### src/rtl/instr_register_ctrl_if.sv
// ---------------------------------------------------------------------------
// instr_register_ctrl_if
// Bundles every handshake and datapath signal around instr_register_ctrl.
//   req0_* / req1_*   : two instruction requesters (valid/ready, opcode,
//                       operand_a, operand_b)
//   load_en, opcode, operand_a, operand_b, write_pointer
//                     : write port toward the instr_register datapath
//   read_pointer, rd_valid, rd_ready
//                     : in-order read cursor toward the single consumer
//   count, full, empty: occupancy status
// modport master : requesters + consumer side (drives valid/payload/rd_ready)
// modport slave  : the controller
// ---------------------------------------------------------------------------
interface instr_register_ctrl_if #(
    parameter int ADDR_W = 5,
    parameter int OPC_W  = 4,
    parameter int OPD_W  = 32
);
    logic                     req0_valid;
    logic                     req0_ready;
    logic [OPC_W-1:0]         req0_opcode;
    logic signed [OPD_W-1:0]  req0_operand_a;
    logic signed [OPD_W-1:0]  req0_operand_b;

    logic                     req1_valid;
    logic                     req1_ready;
    logic [OPC_W-1:0]         req1_opcode;
    logic signed [OPD_W-1:0]  req1_operand_a;
    logic signed [OPD_W-1:0]  req1_operand_b;

    logic                     load_en;
    logic [OPC_W-1:0]         opcode;
    logic signed [OPD_W-1:0]  operand_a;
    logic signed [OPD_W-1:0]  operand_b;
    logic [ADDR_W-1:0]        write_pointer;
    logic [ADDR_W-1:0]        read_pointer;

    logic                     rd_valid;
    logic                     rd_ready;
    logic [ADDR_W:0]          count;
    logic                     full;
    logic                     empty;

    modport master (
        output req0_valid, req0_opcode, req0_operand_a, req0_operand_b,
        output req1_valid, req1_opcode, req1_operand_a, req1_operand_b,
        output rd_ready,
        input  req0_ready, req1_ready,
        input  load_en, opcode, operand_a, operand_b, write_pointer,
        input  read_pointer, rd_valid, count, full, empty
    );

    modport slave (
        input  req0_valid, req0_opcode, req0_operand_a, req0_operand_b,
        input  req1_valid, req1_opcode, req1_operand_a, req1_operand_b,
        input  rd_ready,
        output req0_ready, req1_ready,
        output load_en, opcode, operand_a, operand_b, write_pointer,
        output read_pointer, rd_valid, count, full, empty
    );
endinterface

### src/rtl/instr_register_ctrl.sv
// ---------------------------------------------------------------------------
// instr_register_ctrl
// Write/read sequencer and round-robin arbiter for two requesters in front
// of the instr_register datapath. Accepted instructions are registered and
// presented with load_en/write_pointer for one cycle; the read side walks
// the entries in order as a FIFO cursor for a single consumer.
// Ports:
//   clk     : rising-edge clock
//   reset_n : asynchronous active-low reset
//   flush   : synchronous clear of pointers, occupancy and pending write
//   bus     : instr_register_ctrl_if.slave (requesters, register write
//             port, read cursor, occupancy status)
// ---------------------------------------------------------------------------
module instr_register_ctrl #(
    parameter int DEPTH  = 32,
    parameter int ADDR_W = 5,
    parameter int OPC_W  = 4,
    parameter int OPD_W  = 32
) (
    input  logic                  clk,
    input  logic                  reset_n,
    input  logic                  flush,
    instr_register_ctrl_if.slave  bus
);
    localparam logic [ADDR_W+1:0] DEPTH_EXT = (ADDR_W+2)'(DEPTH);
    localparam logic [ADDR_W:0]   DEPTH_CNT = (ADDR_W+1)'(DEPTH);

    typedef enum logic {
        PRIO_REQ0 = 1'b0,
        PRIO_REQ1 = 1'b1
    } prio_e;

    logic                    load_en_q, load_en_d;
    logic [OPC_W-1:0]        opcode_q, opcode_d;
    logic signed [OPD_W-1:0] operand_a_q, operand_a_d;
    logic signed [OPD_W-1:0] operand_b_q, operand_b_d;
    logic [ADDR_W-1:0]       wr_ptr_q, wr_ptr_d;
    logic [ADDR_W-1:0]       rd_ptr_q, rd_ptr_d;
    logic [ADDR_W:0]         count_q, count_d;
    prio_e                   rr_prio_q, rr_prio_d;

    logic                    can_accept;
    logic                    grant_valid;
    prio_e                   grant;
    logic                    handshake;
    logic                    pop;
    logic [ADDR_W+1:0]       occupancy;

    // The write still in the load stage already owns a slot; pops in the
    // same cycle are not credited, which keeps the check conservative.
    assign occupancy  = {1'b0, count_q} + {{(ADDR_W+1){1'b0}}, load_en_q};
    // Gating with reset_n keeps both readys low while reset is held.
    assign can_accept = reset_n && !flush && (occupancy < DEPTH_EXT);

    always_comb begin
        grant       = PRIO_REQ0;
        grant_valid = 1'b0;
        if (bus.req0_valid && bus.req1_valid) begin
            grant       = rr_prio_q;
            grant_valid = 1'b1;
        end else if (bus.req0_valid) begin
            grant       = PRIO_REQ0;
            grant_valid = 1'b1;
        end else if (bus.req1_valid) begin
            grant       = PRIO_REQ1;
            grant_valid = 1'b1;
        end
    end

    assign bus.req0_ready = can_accept && grant_valid && (grant == PRIO_REQ0);
    assign bus.req1_ready = can_accept && grant_valid && (grant == PRIO_REQ1);
    assign handshake      = can_accept && grant_valid;
    assign pop            = (count_q != '0) && bus.rd_ready;

    always_comb begin
        load_en_d   = handshake;
        opcode_d    = opcode_q;
        operand_a_d = operand_a_q;
        operand_b_d = operand_b_q;
        rr_prio_d   = rr_prio_q;
        // load_en_q high means the register writes the entry at this edge.
        wr_ptr_d    = wr_ptr_q + ADDR_W'(load_en_q);
        rd_ptr_d    = rd_ptr_q + ADDR_W'(pop);
        count_d     = count_q + (ADDR_W+1)'(load_en_q) - (ADDR_W+1)'(pop);

        if (handshake) begin
            if (grant == PRIO_REQ0) begin
                opcode_d    = bus.req0_opcode;
                operand_a_d = bus.req0_operand_a;
                operand_b_d = bus.req0_operand_b;
                rr_prio_d   = PRIO_REQ1;
            end else begin
                opcode_d    = bus.req1_opcode;
                operand_a_d = bus.req1_operand_a;
                operand_b_d = bus.req1_operand_b;
                rr_prio_d   = PRIO_REQ0;
            end
        end

        // A commit landing on the flush edge is dropped with the rest.
        if (flush) begin
            load_en_d = 1'b0;
            wr_ptr_d  = '0;
            rd_ptr_d  = '0;
            count_d   = '0;
        end
    end

    always_ff @(posedge clk or negedge reset_n) begin
        if (!reset_n) begin
            load_en_q   <= 1'b0;
            opcode_q    <= '0;
            operand_a_q <= '0;
            operand_b_q <= '0;
            wr_ptr_q    <= '0;
            rd_ptr_q    <= '0;
            count_q     <= '0;
            rr_prio_q   <= PRIO_REQ0;
        end else begin
            load_en_q   <= load_en_d;
            opcode_q    <= opcode_d;
            operand_a_q <= operand_a_d;
            operand_b_q <= operand_b_d;
            wr_ptr_q    <= wr_ptr_d;
            rd_ptr_q    <= rd_ptr_d;
            count_q     <= count_d;
            rr_prio_q   <= rr_prio_d;
        end
    end

    assign bus.load_en       = load_en_q;
    assign bus.opcode        = opcode_q;
    assign bus.operand_a     = operand_a_q;
    assign bus.operand_b     = operand_b_q;
    assign bus.write_pointer = wr_ptr_q;
    assign bus.read_pointer  = rd_ptr_q;
    assign bus.count         = count_q;
    assign bus.full          = (count_q == DEPTH_CNT);
    assign bus.empty         = (count_q == '0);
    assign bus.rd_valid      = (count_q != '0);
endmodule

### src/flat_wrapper.sv
// flat-port wrapper written by rule: the top's interface ports become plain ports
module instr_register_ctrl_flat 
#(
    parameter int DEPTH  = 32,
    parameter int ADDR_W = 5,
    parameter int OPC_W  = 4,
    parameter int OPD_W  = 32
)
  (clk, reset_n, flush, bus_req0_valid, bus_req0_opcode, bus_req0_operand_a, bus_req0_operand_b, bus_req1_valid, bus_req1_opcode, bus_req1_operand_a, bus_req1_operand_b, bus_rd_ready, bus_req0_ready, bus_req1_ready, bus_load_en, bus_opcode, bus_operand_a, bus_operand_b, bus_write_pointer, bus_read_pointer, bus_rd_valid, bus_count, bus_full, bus_empty);
  instr_register_ctrl_if #(.ADDR_W(ADDR_W), .OPC_W(OPC_W), .OPD_W(OPD_W)) bus_i ();
  input  logic clk;
  input  logic reset_n;
  input  logic flush;
  input wire logic [$bits(bus_i.req0_valid)-1:0] bus_req0_valid;
  input wire logic [$bits(bus_i.req0_opcode)-1:0] bus_req0_opcode;
  input wire logic [$bits(bus_i.req0_operand_a)-1:0] bus_req0_operand_a;
  input wire logic [$bits(bus_i.req0_operand_b)-1:0] bus_req0_operand_b;
  input wire logic [$bits(bus_i.req1_valid)-1:0] bus_req1_valid;
  input wire logic [$bits(bus_i.req1_opcode)-1:0] bus_req1_opcode;
  input wire logic [$bits(bus_i.req1_operand_a)-1:0] bus_req1_operand_a;
  input wire logic [$bits(bus_i.req1_operand_b)-1:0] bus_req1_operand_b;
  input wire logic [$bits(bus_i.rd_ready)-1:0] bus_rd_ready;
  output wire logic [$bits(bus_i.req0_ready)-1:0] bus_req0_ready;
  output wire logic [$bits(bus_i.req1_ready)-1:0] bus_req1_ready;
  output wire logic [$bits(bus_i.load_en)-1:0] bus_load_en;
  output wire logic [$bits(bus_i.opcode)-1:0] bus_opcode;
  output wire logic [$bits(bus_i.operand_a)-1:0] bus_operand_a;
  output wire logic [$bits(bus_i.operand_b)-1:0] bus_operand_b;
  output wire logic [$bits(bus_i.write_pointer)-1:0] bus_write_pointer;
  output wire logic [$bits(bus_i.read_pointer)-1:0] bus_read_pointer;
  output wire logic [$bits(bus_i.rd_valid)-1:0] bus_rd_valid;
  output wire logic [$bits(bus_i.count)-1:0] bus_count;
  output wire logic [$bits(bus_i.full)-1:0] bus_full;
  output wire logic [$bits(bus_i.empty)-1:0] bus_empty;
  assign bus_i.req0_valid = bus_req0_valid;
  assign bus_i.req0_opcode = bus_req0_opcode;
  assign bus_i.req0_operand_a = bus_req0_operand_a;
  assign bus_i.req0_operand_b = bus_req0_operand_b;
  assign bus_i.req1_valid = bus_req1_valid;
  assign bus_i.req1_opcode = bus_req1_opcode;
  assign bus_i.req1_operand_a = bus_req1_operand_a;
  assign bus_i.req1_operand_b = bus_req1_operand_b;
  assign bus_i.rd_ready = bus_rd_ready;
  assign bus_req0_ready = bus_i.req0_ready;
  assign bus_req1_ready = bus_i.req1_ready;
  assign bus_load_en = bus_i.load_en;
  assign bus_opcode = bus_i.opcode;
  assign bus_operand_a = bus_i.operand_a;
  assign bus_operand_b = bus_i.operand_b;
  assign bus_write_pointer = bus_i.write_pointer;
  assign bus_read_pointer = bus_i.read_pointer;
  assign bus_rd_valid = bus_i.rd_valid;
  assign bus_count = bus_i.count;
  assign bus_full = bus_i.full;
  assign bus_empty = bus_i.empty;
  instr_register_ctrl #(.DEPTH(DEPTH), .ADDR_W(ADDR_W), .OPC_W(OPC_W), .OPD_W(OPD_W)) u_core (.clk(clk), .reset_n(reset_n), .flush(flush), .bus(bus_i));
endmodule
### config.mk
export PLATFORM = sky130hd
export DESIGN_NAME = instr_register_ctrl_flat
export DESIGN_NICKNAME = d
export VERILOG_FILES = /design/src/rtl/instr_register_ctrl_if.sv /design/src/rtl/instr_register_ctrl.sv /design/src/flat_wrapper.sv
export SDC_FILE = /design/constraint.sdc
export NUM_CORES = 1
export LEC_CHECK = 0
export ABC_AREA = 1
export CAP_MARGIN = 20
export CORE_MARGIN = 5
export CORE_UTILIZATION = 41
export CTS_CLUSTER_DIAMETER = 30
export DETAILED_ROUTE_END_ITERATION = 6
export PLACE_DENSITY = 0.81
export SLEW_MARGIN = 20
export SYNTH_ARGS = -nofsm -noshare
export SYNTH_HDL_FRONTEND = slang
export SYNTH_SLANG_ARGS = --single-unit
### constraint.sdc
create_clock -name clk -period 3 [get_ports clk]
set_input_delay 0.45 -clock clk [delete_from_list [all_inputs] [get_ports clk]]
set_output_delay 0.45 -clock clk [all_outputs]
set_load 0.03 [all_outputs]
==> impl.org, run 1 <==
** Critical path
- Data arrival time of the critical path :: 2770 ps
- Kind of end point of the critical path :: flip-flop
- Data required time at the worst endpoint :: 3230 ps
- The worst setup path is launched from a flip-flop.
- For flop-to-flop paths, the worst setup slack is 450 ps.
- The critical path is of the flip-flop to flip-flop type.
- Launch point of the worst reg-to-reg path :: u_core.bus.count[2]$_DFF_PN0_
- Largest fanout of any net on the critical path :: 5
- Number of cell instances on the worst register-to-register path :: 17
- The endpoint identified for the worst register-to-register timing path is u_core.bus.count[4]$_DFF_PN0_.

** STA
- Count of final setup violators :: 0
- Pin slew with the least headroom to its limit :: 747.7 ps
- Max Freq :: 392.9 MHz
- The final count of hold timing violations is 0.
- In the finished design, the share of the clock period the worst path needs comes to 0.8485.
- Setup repair after global routing missed its margin :: false
- Final worst slack :: 454.6 ps
- Post-route minimum period :: 2545 ps
- Setup TNS :: 0 ps
- Max-slew violations :: 0
- Between clock sinks in the finished design, the worst skew comes to 4.574 ps.
- Worst rel slew slack :: 0.5016

** Finish
- Count of nets after finishing :: 1028
- Fill count :: 1036
- Area Overhead vs Synth :: 56.07%
- In the final layout, the share of cells above drive strength 1 is 0.04124.
- Sequential cell area :: 2152 sq um
- In the final layout, the multi-input gates occupy 2287 sq um.
- Post-route cell area :: 7432 sq um

** Logic synthesis
- The commonest cells after synthesis are sky130_fd_sc_hd__nand2_1 (293), sky130_fd_sc_hd__nand3_1 (144), sky130_fd_sc_hd__dfrtp_1 (86).
- Yosys printed 0 warnings.
- Synthesis produced a netlist whose cell count is 658.
- Library cells used by synthesis :: 21
- Area fraction in compound gates after synthesis :: 0.008671
- Most used flip-flop cell after synthesis :: sky130_fd_sc_hd__dfrtp_1
- Flip-flop and latch count after synthesis :: 86
- The share of synthesized area in the top cell type comes to 0.4519.
- Area fraction in and, or, nand and nor cells after synthesis :: 0.4101
- After synthesis, the share of flip-flops with an asynchronous set or reset is 1.000.
- After synthesis, the cell types taking the most area are sky130_fd_sc_hd__dfrtp_1 (45%), sky130_fd_sc_hd__nand2_1 (23%), sky130_fd_sc_hd__nand3_1 (15%), sky130_fd_sc_hd__ha_1 (4.5%), sky130_fd_sc_hd__buf_2 (3.2%).
- The cell area that synthesis handed to floorplanning was 4762 sq um.
- Share of the yosys chip area belonging to registers :: 0.4519
- Count of flip-flops with a built-in enable after synthesis :: 0
- Average instance area after synthesis :: 7.237 sq um
- The most common cell in the synthesized netlist is sky130_fd_sc_hd__nand2_1.
- Cell taking the most area after synthesis :: sky130_fd_sc_hd__dfrtp_1
- The portion of synthesized area spent on multiplexers is 0.
- Main combinational cell family by area after synthesis :: simple AND/OR/NAND/NOR gates
- Synthesized-area fraction occupied by xor and xnor cells :: 0.01104
- Net count after synthesis :: 818
- Area share of fa/ha/maj cells after synthesis :: 0.04887

** Power and ir drop
- Of the total power, the clock network draws 0.179.
- Static leakage :: 3.769 nW
- Combinational power share :: 0.535
- Total power divided by cell area :: 892.7 nW/um^2
- Of the total power, registers draw 0.286.
- Max rail drop VDD :: 449.8 uV
- Switching share of total power :: 0.4353
- The internal portion of the total power is 3.747 mW.
- For this design the total switching power over the nets is 2.888 mW.

** Clock network
- The clock passes through at most 2 buffers.
- For the worst-skew pair, the clock arrives at the later sink with an insertion delay of 330 ps.
- Post-cts sizing count :: 0
- Sink Count :: 86
- CTS placed an instance of sky130_fd_sc_hd__clkbuf_16 at the clock tree root.
- The number of clock buffers added by TritonCTS is 9.
- Count of hold buffers inserted by post-cts repair :: 0
- H-tree lvl count :: 3
- After clock tree synthesis, the clock-pin slew on the worst setup and hold paths is 60 ps.
- TritonCTS built the clock tree.
- The number of setup buffers added after CTS is 0.

** Flow run
- Max-Cap Viols :: 0

** Detailed routing
- Count of vias placed by the detailed router :: 5045
- Using the TritonRoute via totals, the vias-per-cell ratio works out to 4.961.
- Iteration-0 DRC count of the detailed router :: 299
- The count of nets left with antenna violations once routing finished came out at 0.
- For this run, the detailed router's first-pass iteration total came to 4.
- Avg WL per Cell :: 15.20 um
- DRC violation count after routing :: 0
- After detailed routing, the total wire length is 15460 um.

** Placement
- I/O Buffers :: 231
- The placed instances occupy a cell area of 7113 sq um.
- Detailed placement HPWL :: 11150 um
- Timing analysis after detailed placement gives a worst setup slack of 477.3 ps.
- Placer's final routability congestion estimate :: 0.8441

** Die
- Std-Cell Rows :: 39
- Floorplan core area :: 11420 sq um
- Boundary Pins :: 232
- For this configuration, the core starts out at a cell density of 0.4171.
- The die is 117.8 um wide.
- The floorplan step set the die height to 117.8 um.
- Full die area :: 13870 sq um

** GRT
- The via count of the first global-routing pass was 4882.
- Entering global routing, the biggest net connects 71 pins.
- Initial antenna violation count :: 1
- Global-route wire length before repair :: 24900 um
- Summed over all layers, the global routing overflow is 0.
- GRT Util Overall :: 0.2185

** Hold path
- Path class of the lowest-slack min-delay path :: input port to asynchronous set/reset pin

** Status
- The run finished with clean final reports.
[per-layer routing]
layer / part of all wire / up-vias / global-route usage
met5: 0 / - / 0
met4: 0.022 / 0 / 0.08172
met3: 0.089 / 25 / 0.06776
met2: 0.48 / 190 / 0.3653
met1: 0.41 / 2324 / 0.2640
li1: - / 2506 / -
[power groups by stage]
stage	registers, mW	logic (mW)	clock network [mW]
after global placement	1.89	3.54	0
final	1.90	3.55	1.19
after CTS	1.90	3.59	1.21
after global routing	1.96	3.84	1.25
after detailed placement	1.90	3.58	0
after floorplan	2.80	1.15	0
[worst max-delay path: stages (launching register included)]
cell,delay (ps)
sky130_fd_sc_hd__dfrtp_1,430
sky130_fd_sc_hd__inv_1,110
sky130_fd_sc_hd__ha_1,150
sky130_fd_sc_hd__nand2_1,80
sky130_fd_sc_hd__nor2_2,100
sky130_fd_sc_hd__inv_1,60
sky130_fd_sc_hd__nand2_1,50
sky130_fd_sc_hd__inv_1,50
sky130_fd_sc_hd__ha_1,260
sky130_fd_sc_hd__inv_1,40
sky130_fd_sc_hd__ha_1,230
sky130_fd_sc_hd__fa_1,410
sky130_fd_sc_hd__nand2_1,70
sky130_fd_sc_hd__nand2_1,50
sky130_fd_sc_hd__a21oi_1,170
sky130_fd_sc_hd__nand2_1,70
sky130_fd_sc_hd__nand2_1,60
sky130_fd_sc_hd__nor2_1,40
[area by class of cell]
type	count	share of cell area
multi-input combinational	500	0.3077
inverter	28	0.01414
tap	143	0.02407
timing repair buffer	243	0.3215
sequential	86	0.2896
antenna	1	0.0003367
clock buffer	12	0.03316
clock inverter	4	0.009428
[registers in the layout, indices dropped and copies added (netlist names)]
signal                    cells
u_core.bus.read_pointer       5
u_core.bus.write_pointer      5
u_core.bus.count              6
u_core.bus.opcode             4
u_core.rr_prio_q              1
u_core.bus.load_en            1
u_core.bus.operand_a         32
u_core.bus.operand_b         32
[cells in the final DEF (no fill, tap or decap), drive strengths merged, types with 3 or more instances in the layout]
cell type,netlist,layout
inv,28,28
nand3,144,144
nor2,27,27
xor2,4,4
a21oi,3,3
dfrtp,86,86
clkdlybuf4s50,0,227
buf,35,16
clkbuf,9,12
ha,17,17
nand2,295,295
o21ai,4,4
[per-stage QoR]
step                      cells  utilization  hold WS, ps  power (mW)
after floorplan             658            -        154.4       3.949
after global placement     1000       0.6229        452.3       5.429
after detailed placement   1000       0.6229        457.5       5.483
after CTS                  1016       0.6507        183.0       6.696
after global routing       1017       0.6509        207.1       7.051
final                      1017       0.6509        168.2       6.635
[cell families after synthesis]
family / after synthesis
adder cells (fa/ha/maj): 18
XOR/XNOR: 6
AO/OA/AOI/OAI: 8
AND/OR/NAND/NOR: 468
buffers and inverters: 72
flip-flops: 86
[how the worst max path moves through the flow]
stage / cells after the start / end / from / slack, ps
4_1_cts: 17 / u_core.bus.count[4]$_DFF_PN0_ / u_core.bus.count[2]$_DFF_PN0_ / 450
5_1_grt: 17 / u_core.bus.count[4]$_DFF_PN0_ / u_core.bus.count[3]$_DFF_PN0_ / 220
2_1_floorplan: 17 / u_core.bus.count[4]$_DFF_PN0_ / u_core.bus.count[2]$_DFF_PN0_ / 70
3_3_place_gp: 13 / u_core.bus.count[4]$_DFF_PN0_ / bus_rd_ready / 550
3_5_place_dp: 17 / u_core.bus.count[4]$_DFF_PN0_ / u_core.bus.count[2]$_DFF_PN0_ / 480
6_report: 17 / u_core.bus.count[4]$_DFF_PN0_ / u_core.bus.count[2]$_DFF_PN0_ / 450
Note: power is estimated with default switching activity, not from simulation.
==> run 2, diff against run 1 <==
- CORE_UTILIZATION: 41 -> 37
- PLACE_DENSITY: 0.81 -> 0.77
- clock period: 3 -> 2.2 ns (I/O delays scaled with it)
==> run 2 against run 1 <==
Net effect: the run now ends with setup timing left; critical path depth is 2 lower; total power is 40% higher; register-to-register slack got worse by 560 ps; sequential power increased by 35%; non-clock buffer count grew 26; worst hold slack lost 82 ps; cell count up 5.2%; setup slack lost 560 ps.
==> impl.org, run 2 (synthesis gave the netlist of run 1 again) <==
** Placement
- The final RePlAce weighted congestion is 0.8708 (+3.2%).
- Cell Area, Placed :: 7352 sq um (+3.4%)
- The count of port buffers added during placement came to 231 (unchanged).
- The detailed-placement wirelength estimate is 11530 um (+3.4%).

** Finish
- The multi-input logic area came to 2390 sq um (+4.5%).
- The fraction of the core area covered by cells at the end of the flow is 0.6138 (-0.03707).
- Post-route cell area :: 7746 sq um (+4.2%)
- Area Overhead vs Synth :: 62.66%
- Fraction of final layout cells sized beyond drive strength 1 :: 0.1047 (+0.06344)
- The flip-flop and latch area came to 2158 sq um (+0.29%).
- The library cells used most frequently in the layout, excluding fill and tap cells, are sky130_fd_sc_hd__nand2_1 (286), sky130_fd_sc_hd__clkdlybuf4s50_1 (224), sky130_fd_sc_hd__nand3_1 (142).
- Fill count :: 1168 (+13%)
- Count of nets after finishing :: 1054 (+2.5%)
- Most common library cell in the layout ignoring fill and taps :: sky130_fd_sc_hd__nand2_1
- Inserted Diodes :: 0 (-1)

** Power and ir drop
- The share of total power in sequential cells is 0.275 (-0.011).
- Int Power :: 5.206 mW (+39%)
- The clock group share of total power was 0.152 (-0.027).
- The logic gate share of total power came to 0.573 (+0.038).
- Total power divided by cell area :: 1200 nW/um^2 (+34%)
- Switching share of total power :: 0.4398 (+0.004498)
- Max rail drop VDD :: 483.0 uV (+7.4%)
- The reported net switching power is 4.087 mW (+42%).
- The leakage power summed over all cells was 3.896 nW (+3.4%).

** STA
- The max-slew violation count is 0 (unchanged).
- Number of hold violations in the final report :: 0 (unchanged)
- The count of final setup violators is 2 (+2).
- Worst Hold Slack :: 86.19 ps (-82.03 ps)
- The maximum frequency from static timing analysis was 434.1 MHz (+10%).
- Setup repair after global routing missed its margin :: true
- The setup slack after layout came to -103.8 ps (-558.3 ps).
- The pin slew with the least headroom to its limit was 637.8 ps (-109.9 ps).
- Post-route minimum period :: 2304 ps (-241.7 ps)
- The remaining max-slew budget at the tightest pin came to 0.5748 (+0.07325).
- Worst Skew :: 5.850 ps (+1.276 ps)
- The period utilization is 1.047 (+0.1987).

** GRT
- The global routing met2 resource utilization is 0.3378 (-0.02753).
- Global-route wire length before repair :: 24270 um (-2.5%)
- After global routing, the most crowded layer is met2.
- The met1 usage in global routing is 0.2553 (-0.008747).
- The met3 track demand over resource in global routing was 0.05993 (-0.007829).
- The remaining global-route overflow came to 0 (unchanged).
- The largest net degree at the start of global routing is 58 (-18%).
- The total global-route track usage came to 0.2031 (-0.01540).
- Vias in the first global route :: 4786 (-2.0%)
- Initial antenna violation count :: 0 (-1)

** Clock network
- Source-to-sink clock delay at the later pin of the worst-skew pair :: 330 ps (about the same)
- Clock Tree Buf Depth :: 2 (unchanged)
- The clock-pin slew reported for the worst setup and hold paths after clock tree synthesis was 60 ps (about the same).
- The clock sink total is 86 (unchanged).
- The H-tree level count came to 3 (unchanged).
- Clock tree from TritonCTS :: built
- Root cell of the clock tree :: sky130_fd_sc_hd__clkbuf_16
- The number of hold buffers added after CTS came to 0 (unchanged).
- CTS buffer count :: 9 (unchanged)

** Critical path
- Largest fanout of any net on the critical path :: 2 (-3)
- The critical path is of the flip-flop to flip-flop type.
- Launch point of the worst reg-to-reg path :: u_core.bus.count[2]$_DFF_PN0_
- Reg-to-reg critical path endpoint :: u_core.bus.count[2]$_DFF_PN0_
- Worst setup SP type :: flip-flop
- Data required time at the worst endpoint :: 2410 ps (-820 ps)
- Kind of end point of the critical path :: flip-flop
- The register-to-register setup slack was -100 ps (-560 ps).
- Number of cell instances on the worst register-to-register path :: 15 (-2)
- The data arrival at the endpoint of the critical path came to 2510 ps (-260 ps).

** Detailed routing
- The detailed-route wire length is 15650 um (+1.3%).
- The initial detailed-routing violation count was 340 (+14%).
- The first-pass detailed-route iteration total came to 5 (+1).
- DRC violation count after routing :: 0 (unchanged)
- The wire length per cell after detailed routing came to 14.63 um (-3.8%).
- The ratio of routed vias to standard cells was 4.741 (-4.4%).
- The total number of vias is 5073 (+0.56%).
- The post-detailed-route count of antenna-violating nets is 0 (unchanged).

** Die
- Die W :: 123.5 um (+4.8%)
- Floorplan core area :: 12620 sq um (+11%)
- The initial standard-cell utilization of the core is 0.3774 (-0.03970).
- The die outline area came to 15240 sq um (+9.9%).
- Std-Cell Rows :: 41 (+5.1%)
- The number of top-level pins was 232 (unchanged).
- The vertical die dimension came to 123.5 um (+4.8%).

** Flow run
- The max-cap check violation count came to 0 (unchanged).

** Hold path
- The path class of the tightest hold or removal check is input port to asynchronous set/reset pin.

** Status
- The checks that failed: setup timing.
- Outcome :: finished, violations left
[run 2: layout make-up]
| class | instances | area share |
|---|---|---|
| tap | 172 | 0.02778 |
| clock inverter | 4 | 0.002907 |
| timing repair buffer | 269 | 0.3356 |
| inverter | 28 | 0.01389 |
| multi-input combinational | 500 | 0.3085 |
| clock buffer | 11 | 0.03263 |
| sequential | 86 | 0.2786 |
[run 2: timing repair]
| item | in CTS | in global routing |
|---|---|---|
| cloned | 0 | 0 |
| pin swaps | 6 | 8 |
| setup buffers | 3 | 5 |
| endpoints found under the setup margin | 3 | 7 |
| gates resized for setup | 9 | 12 |
[run 2: power groups by stage]
stage | Sequential, mW | Combinational, mW | Clock (mW)
after floorplan | 3.83 | 1.67 | 0
after global placement | 2.55 | 5.15 | 0
after detailed placement | 2.57 | 5.19 | 0
after CTS | 2.56 | 5.28 | 1.45
after global routing | 2.64 | 5.75 | 1.52
final | 2.56 | 5.32 | 1.41
[run 2: through the flow]
stage | setup TNS, ps | total power [mW] | cells | worst slack (ps)
2_1_floorplan | -659.1 | 5.505 | 658 | -323.6
3_3_place_gp | -21.33 | 7.700 | 1047 | -21.33
5_1_grt | -460.8 | 9.918 | 1070 | -210.5
3_5_place_dp | -88.73 | 7.764 | 1047 | -88.73
6_report | -204.4 | 9.293 | 1070 | -103.8
4_1_cts | -73.76 | 9.294 | 1065 | -73.76
[run 2: worst max path at each step]
stage,start,to
after detailed placement,u_core.bus.count[2]$_DFF_PN0_,u_core.bus.count[4]$_DFF_PN0_
after CTS,u_core.bus.count[3]$_DFF_PN0_,u_core.bus.count[4]$_DFF_PN0_
final,u_core.bus.count[2]$_DFF_PN0_,u_core.bus.count[2]$_DFF_PN0_
after global placement,u_core.bus.count[2]$_DFF_PN0_,u_core.bus.count[4]$_DFF_PN0_
after global routing,u_core.bus.count[2]$_DFF_PN0_,u_core.bus.count[4]$_DFF_PN0_
after floorplan,u_core.bus.count[2]$_DFF_PN0_,u_core.bus.count[4]$_DFF_PN0_
[run 2: critical path, stage by stage, from the launching register on]
cell and delay, ps:
sky130_fd_sc_hd__dfrtp_2 410, sky130_fd_sc_hd__inv_2 80, sky130_fd_sc_hd__ha_4 140, sky130_fd_sc_hd__nand2_4 50, sky130_fd_sc_hd__nor2_4 130, sky130_fd_sc_hd__inv_4 40, sky130_fd_sc_hd__nand2_2 50, sky130_fd_sc_hd__inv_2 50
sky130_fd_sc_hd__ha_4 260, sky130_fd_sc_hd__inv_2 40, sky130_fd_sc_hd__ha_4 150, sky130_fd_sc_hd__fa_2 360, sky130_fd_sc_hd__buf_4 150, sky130_fd_sc_hd__buf_4 130, sky130_fd_sc_hd__o21ai_2 100, sky130_fd_sc_hd__a21oi_1 50
[run 2: per-layer routing]
| layer | up-vias | part of all wire |
|---|---|---|
| met5 | - | 0 |
| met3 | 16 | 0.092 |
| met1 | 2318 | 0.41 |
| met2 | 186 | 0.48 |
| li1 | 2553 | - |
| met4 | 0 | 0.015 |
==> run 3, diff against run 2 <==
--- a/config.mk
+++ b/config.mk
@@ -13,2 +13,3 @@
 export DETAILED_ROUTE_END_ITERATION = 6
+export GPL_ROUTABILITY_DRIVEN = 0
 export PLACE_DENSITY = 0.77
==> constraint.sdc (replaced) <==
create_clock -name clk -period 2.2 [get_ports clk]
set_input_delay 0.66 -clock clk [delete_from_list [all_inputs] [get_ports clk]]
set_output_delay 0.66 -clock clk [all_outputs]
set_load 0.03 [all_outputs]
==> run 3 against run 2 <==
Net effect: the flow still finishes with violations (setup timing); die area did not move; largest cell class unchanged; via count rose by 1.4%; worst hold slack improved by 290 ps; setup slack got worse by 6.5 ps; first-iteration DRC count rose by 11%; wire length rose by 4.3%; cell count rose by 0.56%; register-to-register slack improved by 20 ps; largest power group unchanged.
==> impl.org, run 3 (synthesis gave the netlist of run 1 again) <==
** Clock network
- TritonCTS built the clock tree.
- Worst-path clk slew :: 60 ps (about the same)
- Sink Count :: 86 (unchanged)
- The insertion delay to the later sink of the worst-skew pair came to 330 ps (about the same).
- The H-tree level count is 3 (unchanged).
- Count of hold buffers inserted by post-cts repair :: 0 (unchanged)
- The buffer depth of the longest clock path came to 2 (unchanged).
- CTS buffer count :: 9 (unchanged)
- Root cell of the clock tree :: sky130_fd_sc_hd__clkbuf_16

** Die
- Boundary Pins :: 232 (unchanged)
- Full die area :: 15240 sq um (unchanged)
- Floorplan core area :: 12620 sq um (unchanged)
- Die Span Y :: 123.5 um (unchanged)
- The number of standard-cell rows in the floorplan came to 41 (unchanged).
- Initial cell density of the core :: 0.3774 (unchanged)
- Die W :: 123.5 um (unchanged)

** STA
- Worst Skew :: 9.322 ps (+3.473 ps)
- The maximum frequency from static timing analysis came to 432.9 MHz (-0.28%).
- Count of final setup violators :: 3 (+1)
- The final count of hold timing violations came to 0 (unchanged).
- The minimum clock period after layout was 2310 ps (+6.477 ps).
- Max-slew violations :: 0 (unchanged)
- The remaining max-slew budget at the tightest pin is 0.5022 (-0.07264).
- Pin slew with the least headroom to its limit :: 746.7 ps (+109.0 ps)
- Setup repair after global routing could not meet its margin everywhere.
- The period utilization is 1.050 (+0.002944).
- The setup slack after layout is -110.3 ps (-6.477 ps).

** Finish
- The library cells used most frequently in the layout, excluding fill and tap cells, are sky130_fd_sc_hd__nand2_1 (286), sky130_fd_sc_hd__clkdlybuf4s50_1 (216), sky130_fd_sc_hd__nand3_1 (142).
- The fraction of layout cells with a size suffix above 1 is 0.1153 (+0.01062).
- Leaving out fill and tap cells, the most frequent cell in the layout is sky130_fd_sc_hd__nand2_1.
- The number of filler cells placed in the layout is 1152 (-1.4%).
- From synthesis to final layout, the design area changed by 65.63%.
- The net count of the finished layout was 1057 (+0.28%).

** Detailed routing
- The first-pass detailed-route iteration total came to 4 (-1).
- Detailed-route vias per instance :: 4.779 (+0.79%)
- The wire length per cell after detailed routing was 15.17 um (+3.7%).
- The total number of vias was 5142 (+1.4%).
- Final wirelength :: 16320 um (+4.3%)
- The post-detailed-route count of antenna-violating nets was 0 (unchanged).
- DRC violation count after routing :: 0 (unchanged)
- The initial detailed-routing violation count was 376 (+11%).

** Power and ir drop
- The leakage power summed over all cells is 3.957 nW (+1.6%).
- The peak ir drop on the vdd network was 558.6 uV (+16%).
- Total power divided by cell area :: 1211 nW/um^2 (+0.94%)
- Total power :: 9.552 mW (+2.8%)

** GRT
- Remaining global-route overflow :: 0 (unchanged)
- The total global-route track usage is 0.2055 (+0.002440).
- Maximum number of pins on one net before global-route repair :: 71 (+22%)
- Initial antenna violation count :: 2 (+2)
- The via count of the first global-routing pass came to 4886 (+2.1%).
- Global-route wire length before repair :: 24540 um (+1.1%)

** Hold path
- Path class of the lowest-slack min-delay path :: input port to asynchronous set/reset pin

** Critical path
- Data required time at the worst endpoint :: 1540 ps (-870 ps)
- STA classifies the critical path endpoint as an output pin.
- Critical-path cell with the highest stage delay :: sky130_fd_sc_hd__dfrtp_2
- Crit Path Category :: flip-flop to output pin
- Data arrival time of the critical path :: 1650 ps (-860 ps)
- The signal on the critical path passes through buf_6 -> ha_4 -> nand3_4 -> nor2_4 -> nor2_4 -> nand3_2 -> inv_2 -> buf_6.
- Worst setup SP type :: flip-flop
- The delay of the slowest cell on the worst path came to 420 ps (about the same).
- Largest fanout of any net on the critical path :: 4 (+2)

** Status
- Outcome :: finished, violations left
- The checks that failed: setup timing.

** Placement
- The count of port buffers added during placement came to 231 (unchanged).
- Setup Slack @ Placement :: -321.8 ps (-233.1 ps)
- The detailed-placement wirelength estimate was 11440 um (-0.80%).

** Flow run
- Max-Cap Viols :: 0 (unchanged)
==> run 3: cell count changes in the layout (fill, tap and decap cells not counted), moves of 3 or more <==
cell                              previous run  this run
sky130_fd_sc_hd__clkbuf_1                    0         4
sky130_fd_sc_hd__ha_1                       13         9
sky130_fd_sc_hd__dlygate4sd2_1               1         4
sky130_fd_sc_hd__ha_4                        4         8
sky130_fd_sc_hd__clkdlybuf4s50_1           224       216
sky130_fd_sc_hd__buf_6                       1         9
==> run 3: what timing repair did <==
| action | CTS | global route |
|---|---|---|
| pin swaps | 10 | 9 |
| buffers inserted | 7 | 8 |
| resized for setup | 40 | 14 |
| setup endpoints to repair | 6 | 71 |
==> run 3: final timing paths <==
path	end	depth (start not counted)	slack [ps]	from
setup reg to reg	u_core.bus.count[4]$_DFF_PN0_	17	-80	u_core.bus.count[2]$_DFF_PN0_
hold / removal	u_core.bus.operand_a[12]$_DFFE_PN0P_	2	380	reset_n
setup / recovery	bus_req0_ready	8	-110	u_core.bus.count[4]$_DFF_PN0_
min in group clk	u_core.bus.operand_a[8]$_DFFE_PN0P_	2	470	u_core.bus.operand_a[8]$_DFFE_PN0P_
max in group asynchronous	u_core.bus.count[1]$_DFF_PN0_	3	750	reset_n
hold reg to reg	u_core.bus.operand_a[8]$_DFFE_PN0P_	2	470	u_core.bus.operand_a[8]$_DFFE_PN0P_
==> run 3: metal layers <==
layer,GRT usage,routed length (um),vias to the layer above
met1,0.2518,6616,2356
met2,0.3439,7907,196
met4,0.08097,406,0
met3,0.05535,1386,28
met5,0,0,-
li1,-,-,2562
==> run 3: critical path: cells and delay by family (launching register included) <==
family	cells	cell delay, ps
adders and majority gates	1	150
buffers and inverters	3	320
DFF	1	420
and+or+nand+nor	4	410
==> run 3: layout make-up <==
cell class | instances | area (sq um) | share of cell area
inverters | 28 | 107.6 | 0.01364
well taps | 172 | 215.2 | 0.02728
flip-flops and latches | 86 | 2158 | 0.2736
diodes | 2 | 5.005 | 0.0006345
clock buffers | 14 | 254.0 | 0.03220
repair buffers | 272 | 2636 | 0.3342
clock inverters | 2 | 35.03 | 0.004442
multi-input cells | 500 | 2476 | 0.3139
==> run 3: stage by stage <==
stage	std cells	util	hold slack [ps]	cell area, sq um	setup TNS [ps]
2_1_floorplan	658	-	364.4	4827	-659.1
3_3_place_gp	1046	0.5812	452.6	7335	-21460
3_5_place_dp	1046	0.5812	457.4	7335	-20900
4_1_cts	1069	0.6184	394.7	7804	-252.8
5_1_grt	1076	0.6250	428.1	7888	-613.9
6_report	1076	0.6250	378.2	7888	-299.4
==> run 3: power by group <==
| group | internal [mW] | switching (mW) | leakage [nW] |
|---|---|---|---|
| clock | 0.912 | 0.595 | 0.141 |
| sequential | 2.21 | 0.359 | 1.09 |
| combinational | 2.24 | 3.23 | 2.73 |
| total | 5.36 | 4.19 | 3.96 |
